### config.mk
export PLATFORM = sky130hd
export DESIGN_NAME = axi_line_write_bridge_flat
export DESIGN_NICKNAME = d
export VERILOG_FILES = /design/src/rtl/axi_line_write_bridge_if.sv /design/src/rtl/axi_line_write_bridge.sv /design/src/flat_wrapper.sv
export SDC_FILE = /design/constraint.sdc
export NUM_CORES = 1
export LEC_CHECK = 0
export ABC_CLOCK_PERIOD_IN_PS = 34500
export BUFFER_PORTS_ARGS = -buffer_cell sky130_fd_sc_hd__buf_2
export CORE_AREA = 2 2 157 159
export CTS_CLUSTER_SIZE = 30
export DETAILED_ROUTE_END_ITERATION = 8
export DIE_AREA = 0 0 159 161
export PLACE_DENSITY = 0.76
export SYNTH_ARGS = -nofsm -noshare
export SYNTH_HDL_FRONTEND = slang
export SYNTH_SLANG_ARGS = --single-unit
### constraint.sdc
create_clock -name clk -period 34.5 [get_ports clk]
set_input_delay 1.725 -clock clk [delete_from_list [all_inputs] [get_ports clk]]
set_output_delay 1.725 -clock clk [all_outputs]
set_load 0.01 [all_outputs]
### src/rtl/axi_line_write_bridge_if.sv
// AXI3 write-channel bundle between the line-write bridge and the interconnect.
// master = bridge side, slave = interconnect side.
interface axi_line_write_bridge_if #(
    parameter int ADDR_W = 32,
    parameter int DATA_W = 32
);
    logic [3:0]          awid;
    logic [ADDR_W-1:0]   awaddr;
    logic [3:0]          awlen;
    logic [2:0]          awsize;
    logic [1:0]          awburst;
    logic [1:0]          awlock;
    logic [3:0]          awcache;
    logic [2:0]          awprot;
    logic                awvalid;
    logic                awready;
    logic [3:0]          wid;
    logic [DATA_W-1:0]   wdata;
    logic [DATA_W/8-1:0] wstrb;
    logic                wlast;
    logic                wvalid;
    logic                wready;
    logic [3:0]          bid;
    logic [1:0]          bresp;
    logic                bvalid;
    logic                bready;

    modport master (
        output awid, awaddr, awlen, awsize, awburst, awlock, awcache, awprot,
        output awvalid, wid, wdata, wstrb, wlast, wvalid, bready,
        input  awready, wready, bid, bresp, bvalid
    );

    modport slave (
        input  awid, awaddr, awlen, awsize, awburst, awlock, awcache, awprot,
        input  awvalid, wid, wdata, wstrb, wlast, wvalid, bready,
        output awready, wready, bid, bresp, bvalid
    );
endinterface

### src/rtl/axi_line_write_bridge.sv
// Turns one dirty cache line into a single AXI3 INCR burst and pulses on BRESP.
// Define AXI_AW_W_PARALLEL_EN to issue AW and W concurrently.
module axi_line_write_bridge #(
    parameter int         ADDR_W = 32,
    parameter int         LINE_W = 256,
    parameter int         DATA_W = 32,
    parameter logic [3:0] AXI_ID = 4'h1
) (
    input  logic              clk,
    input  logic              rst,
    input  logic              mem_wen_i,
    input  logic [ADDR_W-1:0] mem_awaddr_i,
    input  logic [LINE_W-1:0] mem_wdata_i,
    output logic              mem_bvalid_o,
    output logic              busy_o,
    output logic              resp_err_o,
    axi_line_write_bridge_if.master axi
);
    localparam int BEATS  = LINE_W / DATA_W;
    localparam int BEAT_W = $clog2(BEATS);
    localparam int OFF_W  = $clog2(LINE_W / 8);
    localparam logic [BEAT_W-1:0] LAST = BEAT_W'(BEATS - 1);

    typedef enum logic [2:0] {IDLE, AW, W, B, DONE} state_e;

    state_e            state_q, state_d;
    logic [BEAT_W-1:0] beat_q, beat_d;
    logic [ADDR_W-1:0] addr_q, addr_d;
    logic [LINE_W-1:0] data_q, data_d;
    logic              err_q, err_d;
`ifdef AXI_AW_W_PARALLEL_EN
    logic              aw_done_q, aw_done_d;
    logic              w_done_q, w_done_d;
`endif

    logic aw_fire, w_fire, w_last_fire;
    logic unused_bits;

    assign aw_fire     = axi.awvalid & axi.awready;
    assign w_fire      = axi.wvalid & axi.wready;
    assign w_last_fire = w_fire & (beat_q == LAST);
    assign unused_bits = ^{axi.bid, mem_awaddr_i[OFF_W-1:0]};

    assign axi.awid    = AXI_ID;
    assign axi.awaddr  = addr_q;
    assign axi.awlen   = 4'(BEATS - 1);
    assign axi.awsize  = 3'b010;
    assign axi.awburst = 2'b01;
    assign axi.awlock  = 2'b00;
    assign axi.awcache = 4'b0000;
    assign axi.awprot  = 3'b000;
    assign axi.wid     = AXI_ID;
    assign axi.wdata   = data_q[int'(beat_q) * DATA_W +: DATA_W];
    assign axi.wstrb   = '1;
    assign axi.wlast   = axi.wvalid & (beat_q == LAST);
    assign axi.bready  = (state_q == B);
`ifdef AXI_AW_W_PARALLEL_EN
    assign axi.awvalid = (state_q == AW) & ~aw_done_q;
    assign axi.wvalid  = (state_q == AW) & ~w_done_q;
`else
    assign axi.awvalid = (state_q == AW);
    assign axi.wvalid  = (state_q == W);
`endif

    assign mem_bvalid_o = (state_q == DONE);
    assign busy_o       = (state_q != IDLE);
    assign resp_err_o   = err_q;

    always_comb begin
        state_d = state_q;
        beat_d  = beat_q;
        addr_d  = addr_q;
        data_d  = data_q;
        err_d   = err_q;
`ifdef AXI_AW_W_PARALLEL_EN
        aw_done_d = aw_done_q;
        w_done_d  = w_done_q;
`endif
        unique case (state_q)
            IDLE: begin
                if (mem_wen_i) begin
                    addr_d  = {mem_awaddr_i[ADDR_W-1:OFF_W], OFF_W'(0)};
                    data_d  = mem_wdata_i;
                    beat_d  = '0;
                    state_d = AW;
`ifdef AXI_AW_W_PARALLEL_EN
                    aw_done_d = 1'b0;
                    w_done_d  = 1'b0;
`endif
                end
            end
            AW: begin
`ifdef AXI_AW_W_PARALLEL_EN
                // Either channel may finish first; B waits for both.
                aw_done_d = aw_done_q | aw_fire;
                if (w_fire) beat_d = beat_q + 1'b1;
                if (w_last_fire) w_done_d = 1'b1;
                if (aw_done_d && w_done_d) state_d = B;
`else
                if (aw_fire) begin
                    beat_d  = '0;
                    state_d = W;
                end
`endif
            end
            W: begin
                if (w_fire) beat_d = beat_q + 1'b1;
                if (w_last_fire) state_d = B;
            end
            B: begin
                if (axi.bvalid) begin
                    state_d = DONE;
                    if (axi.bresp != 2'b00) err_d = 1'b1;
                end
            end
            DONE: state_d = IDLE;
            default: state_d = IDLE;
        endcase
    end

    always_ff @(posedge clk or negedge rst) begin
        if (!rst) begin
            state_q <= IDLE;
            beat_q  <= '0;
            err_q   <= 1'b0;
`ifdef AXI_AW_W_PARALLEL_EN
            aw_done_q <= 1'b0;
            w_done_q  <= 1'b0;
`endif
        end else begin
            state_q <= state_d;
            beat_q  <= beat_d;
            err_q   <= err_d;
`ifdef AXI_AW_W_PARALLEL_EN
            aw_done_q <= aw_done_d;
            w_done_q  <= w_done_d;
`endif
        end
    end

    // Line snapshot needs no reset; it is only observed after a fresh latch.
    always_ff @(posedge clk) begin
        addr_q <= addr_d;
        data_q <= data_d;
    end
endmodule

### src/flat_wrapper.sv
// flat-port wrapper written by rule: the top's interface ports become plain ports
module axi_line_write_bridge_flat 
#(
    parameter int         ADDR_W = 32,
    parameter int         LINE_W = 256,
    parameter int         DATA_W = 32,
    parameter logic [3:0] AXI_ID = 4'h1
)
  (clk, rst, mem_wen_i, mem_awaddr_i, mem_wdata_i, mem_bvalid_o, busy_o, resp_err_o, axi_awid, axi_awaddr, axi_awlen, axi_awsize, axi_awburst, axi_awlock, axi_awcache, axi_awprot, axi_awvalid, axi_wid, axi_wdata, axi_wstrb, axi_wlast, axi_wvalid, axi_bready, axi_awready, axi_wready, axi_bid, axi_bresp, axi_bvalid);
  axi_line_write_bridge_if #(.ADDR_W(ADDR_W), .DATA_W(DATA_W)) axi_i ();
  input  logic clk;
  input  logic rst;
  input  logic mem_wen_i;
  input  logic [ADDR_W-1:0] mem_awaddr_i;
  input  logic [LINE_W-1:0] mem_wdata_i;
  output logic mem_bvalid_o;
  output logic busy_o;
  output logic resp_err_o;
  output wire logic [$bits(axi_i.awid)-1:0] axi_awid;
  output wire logic [$bits(axi_i.awaddr)-1:0] axi_awaddr;
  output wire logic [$bits(axi_i.awlen)-1:0] axi_awlen;
  output wire logic [$bits(axi_i.awsize)-1:0] axi_awsize;
  output wire logic [$bits(axi_i.awburst)-1:0] axi_awburst;
  output wire logic [$bits(axi_i.awlock)-1:0] axi_awlock;
  output wire logic [$bits(axi_i.awcache)-1:0] axi_awcache;
  output wire logic [$bits(axi_i.awprot)-1:0] axi_awprot;
  output wire logic [$bits(axi_i.awvalid)-1:0] axi_awvalid;
  output wire logic [$bits(axi_i.wid)-1:0] axi_wid;
  output wire logic [$bits(axi_i.wdata)-1:0] axi_wdata;
  output wire logic [$bits(axi_i.wstrb)-1:0] axi_wstrb;
  output wire logic [$bits(axi_i.wlast)-1:0] axi_wlast;
  output wire logic [$bits(axi_i.wvalid)-1:0] axi_wvalid;
  output wire logic [$bits(axi_i.bready)-1:0] axi_bready;
  input wire logic [$bits(axi_i.awready)-1:0] axi_awready;
  input wire logic [$bits(axi_i.wready)-1:0] axi_wready;
  input wire logic [$bits(axi_i.bid)-1:0] axi_bid;
  input wire logic [$bits(axi_i.bresp)-1:0] axi_bresp;
  input wire logic [$bits(axi_i.bvalid)-1:0] axi_bvalid;
  assign axi_awid = axi_i.awid;
  assign axi_awaddr = axi_i.awaddr;
  assign axi_awlen = axi_i.awlen;
  assign axi_awsize = axi_i.awsize;
  assign axi_awburst = axi_i.awburst;
  assign axi_awlock = axi_i.awlock;
  assign axi_awcache = axi_i.awcache;
  assign axi_awprot = axi_i.awprot;
  assign axi_awvalid = axi_i.awvalid;
  assign axi_wid = axi_i.wid;
  assign axi_wdata = axi_i.wdata;
  assign axi_wstrb = axi_i.wstrb;
  assign axi_wlast = axi_i.wlast;
  assign axi_wvalid = axi_i.wvalid;
  assign axi_bready = axi_i.bready;
  assign axi_i.awready = axi_awready;
  assign axi_i.wready = axi_wready;
  assign axi_i.bid = axi_bid;
  assign axi_i.bresp = axi_bresp;
  assign axi_i.bvalid = axi_bvalid;
  axi_line_write_bridge #(.ADDR_W(ADDR_W), .LINE_W(LINE_W), .DATA_W(DATA_W), .AXI_ID(AXI_ID)) u_core (.clk(clk), .rst(rst), .mem_wen_i(mem_wen_i), .mem_awaddr_i(mem_awaddr_i), .mem_wdata_i(mem_wdata_i), .mem_bvalid_o(mem_bvalid_o), .busy_o(busy_o), .resp_err_o(resp_err_o), .axi(axi_i));
endmodule
==> results_dict.tcl <==
set metrics [dict create \
    fin_area_sq_mm 0.01403 \
    period_share_pct 14.22 \
    ir_drop_v 0.00007822 \
    worst_setup_path_start_kind "register" \
    maxSlewViolCount 0 \
    drcViolationCount 0 \
    grt_pass1_wl_microns 34340 \
    nFillCells 1783 \
    cp_data_arrival_time_ns 3.18 \
    maxCapViolCount 0 \
    cp_cell_sequence "buf_4 -> mux4_2 -> mux2_2 -> buf_2" \
    io_pins 401 \
    min_path_type "register to register" \
    syn_avg_cell_area_sq_um 23.24 \
    yosysWarnings 0 \
    synth_seq_area_share_pct 78.26 \
    clk_pin_slew_ns 0.06 \
    post_cts_resized 0 \
    viasPerCell 4.893 \
    vias 5857 \
    post-cts-setup-buffer-count 0 \
    rsz0062_at_grt "no" \
    drt_first_pass_iters 5 \
    syn2layout_area_growth_pct 26.61 \
    final_nets 1151 \
    power_density_mw_per_mm2 72.77 \
    synth_cells 477 \
    syn_area_sq_mm 0.01108 \
    grt.total_usage_pct 17.56 \
    r2r-start "u_core.state_q[0]$_DFFE_PN0P_" \
    cts_buffer_depth 3 \
    grt_pass1_vias 6303 \
    worst-slew-pin-transition_ns 1.192 \
    setup-violations-final 0 \
    cts_tree "yes" \
    static-leakage-power_uw 0.005263 \
    gp_congestion 0.7509 \
    initial_core_util_pct 46.25 \
    worstPathRequired_ns 32.78 \
    ant_nets 0 \
    dp_hpwl_microns 15880 \
    die_area_sq_mm 0.02560 \
    rrSetupSlack_ns 30.33 \
    cp-startpoint "u_core.beat_q[0]$_DFFE_PN0P_" \
    ys_seq_elements 290 \
    max_freq_mhz 203.8 \
    clock-sinks 290 \
    place.port_buffers 356 \
    crit_path_max_fanout 41 \
    drtIter0Drc 436 \
    rows 57 \
    synth.distinct_cells 30 \
    outcome "finished, final reports clean" \
    routed_wl_microns 23020 \
    htree_num_levels 1 \
    wire_per_inst_microns 19.23 \
    placed_area_sq_mm 0.01307 \
    core_sq_mm 0.02396 \
    hold_viol 0 \
    antenna_found_initial 3 \
    fin_tns_setup_ns 0 \
    numCtsBuffers 30 \
    fp.dieH_microns 161 \
    clock_skew_ns 0.01444 \
    min_period_ns 4.907 \
    worstSetupPathType "register to output pin" \
    grt_max_degree 85 \
    worstSetupEndpointType "output pin" \
    rr_endpoint "u_core.data_q[165]$_DFFE_PP_" \
    cts_root_buffer "clkbuf_16" \
    crit_path_end "axi_wdata[0]" \
    fin_util_pct 58.56 \
    die_w_microns 159 \
    crit_slowest_cell "dfrtp_4" \
    slew_headroom_pct 20.37 \
    ctsHoldBuffers 0 \
    drive_gt1_share_pct 58.55 \
    overflow 0 \
    max_stage_delay_ns 0.79 \
    r2r_cells 4 \
    clock_latency_ns 0.54 \
]
==> final cells by class <==
| class | instances | area (sq um) | area share [%] |
|---|---|---|---|
| clock inverter | 22 | 202.7 | 1.444 |
| multi-input combinational | 163 | 2151 | 15.33 |
| tap | 324 | 405.4 | 2.889 |
| antenna | 2 | 5.005 | 0.03567 |
| sequential | 290 | 8680 | 61.85 |
| clock buffer | 32 | 758.2 | 5.403 |
| timing repair buffer | 361 | 1819 | 12.96 |
| inverter | 3 | 11.26 | 0.08025 |
==> metrics by stage <==
step           power [uW]  cells  hold WS [ns]  setup WS, ns
2_1_floorplan       680.0    510        0.4932         20.19
3_3_place_gp        714.4   1141        0.4473         29.41
3_5_place_dp        722.2   1141        0.4723         29.28
4_1_cts              1034   1195        0.4888         29.44
5_1_grt              1067   1197        0.4943         29.33
6_report             1021   1197        0.4820         29.59
==> registers in the layout, indices dropped and copies added, names as in the netlist <==
name and cells:
u_core.data_q 256, u_core.state_q 3, u_core.resp_err_o 1, u_core.beat_q 3
u_core.axi.awaddr 27
==> worst max-delay path: cells and delay by family, from the launching register on <==
family / cells / cell delay, ns
mux: 2 / 0.90
flops: 1 / 0.79
buf+inv: 2 / 0.88
==> layer usage <==
metal	global-route usage [%]	share of wire (%)	vias to the layer above
met5	0	0.052	-
met4	6.694	2.9	2
met3	5.136	8.6	51
met2	32.17	54	299
met1	19.37	34	2847
li1	-	-	2658
==> cells in the final DEF, fill, tap and decap left out, types with 4 or more instances in the layout <==
cell type,n
mux2_2,32
mux4_2,64
dfrtp_1,4
clkinv_2,9
clkbuf_16,30
edfxtp_1,283
conb_1,35
buf_2,356
buf_4,5
clkinv_1,5
==> cell usage after synthesis <==
cell type  instances  area (sq um)
edfxtp_1         283          8498
mux2_2            32         360.4
buf_6              5         56.30
buf_2              6         30.03
conb_1             2         7.510
nand2b_1           3         18.77
ha_1               2         25.02
buf_4             35         262.8
nor3b_1            1         7.510
and3_1             1         6.260
clkbuf_1           7         26.28
nand3_1            1         5.000
nand2_1            3         11.26
nor2_1             4         15.01
dfrtp_1            7         175.2
or3_1              1         6.260
or2_2              1         6.260
o2bb2ai_1          3         26.28
a21oi_1            2         10.01
mux2i_1            1         10.01
a22oi_1            2         15.01
a211oi_1           1         7.510
inv_1              3         11.26
o21ai_0            1         5.000
a31o_2             1         8.760
and2_1             1         6.260
a21o_1             2         15.01
mux4_2            64          1441
nor3_1             1         5.000
buf_1              1         3.750
==> power breakdown <==
group | switching (uW) | internal [uW]
Combinational | 105 | 101
Sequential | 33.2 | 472
Clock | 129 | 181
Total | 267 | 755
==> worst min-delay path by stage <==
| stage | startpoint | to | slack (ns) | cells past startpoint |
|---|---|---|---|---|
| 6_report | u_core.resp_err_o$_DFFE_PN0P_ | u_core.resp_err_o$_DFFE_PN0P_ | 0.48 | 1 |
| 4_1_cts | u_core.resp_err_o$_DFFE_PN0P_ | u_core.resp_err_o$_DFFE_PN0P_ | 0.49 | 1 |
| 3_5_place_dp | u_core.resp_err_o$_DFFE_PN0P_ | u_core.resp_err_o$_DFFE_PN0P_ | 0.47 | 1 |
| 3_3_place_gp | u_core.resp_err_o$_DFFE_PN0P_ | u_core.resp_err_o$_DFFE_PN0P_ | 0.45 | 1 |
| 2_1_floorplan | u_core.resp_err_o$_DFFE_PN0P_ | u_core.resp_err_o$_DFFE_PN0P_ | 0.49 | 1 |
| 5_1_grt | u_core.resp_err_o$_DFFE_PN0P_ | u_core.resp_err_o$_DFFE_PN0P_ | 0.49 | 1 |
==> kinds of logic (layout without fill, tap and decap cells) <==
group | count (synthesis) | count (layout) | synth area share (%)
DFF | 290 | 290 | 78.26
muxes | 97 | 97 | 16.35
buffers and inverters | 57 | 418 | 3.522
and+or+nand+nor | 17 | 17 | 0.7903
AOI/OAI and AO/OA | 12 | 12 | 0.7902
adders and majority gates | 2 | 2 | 0.2257
other | 2 | 37 | 0.06776
(Power assumes the default switching activity.)
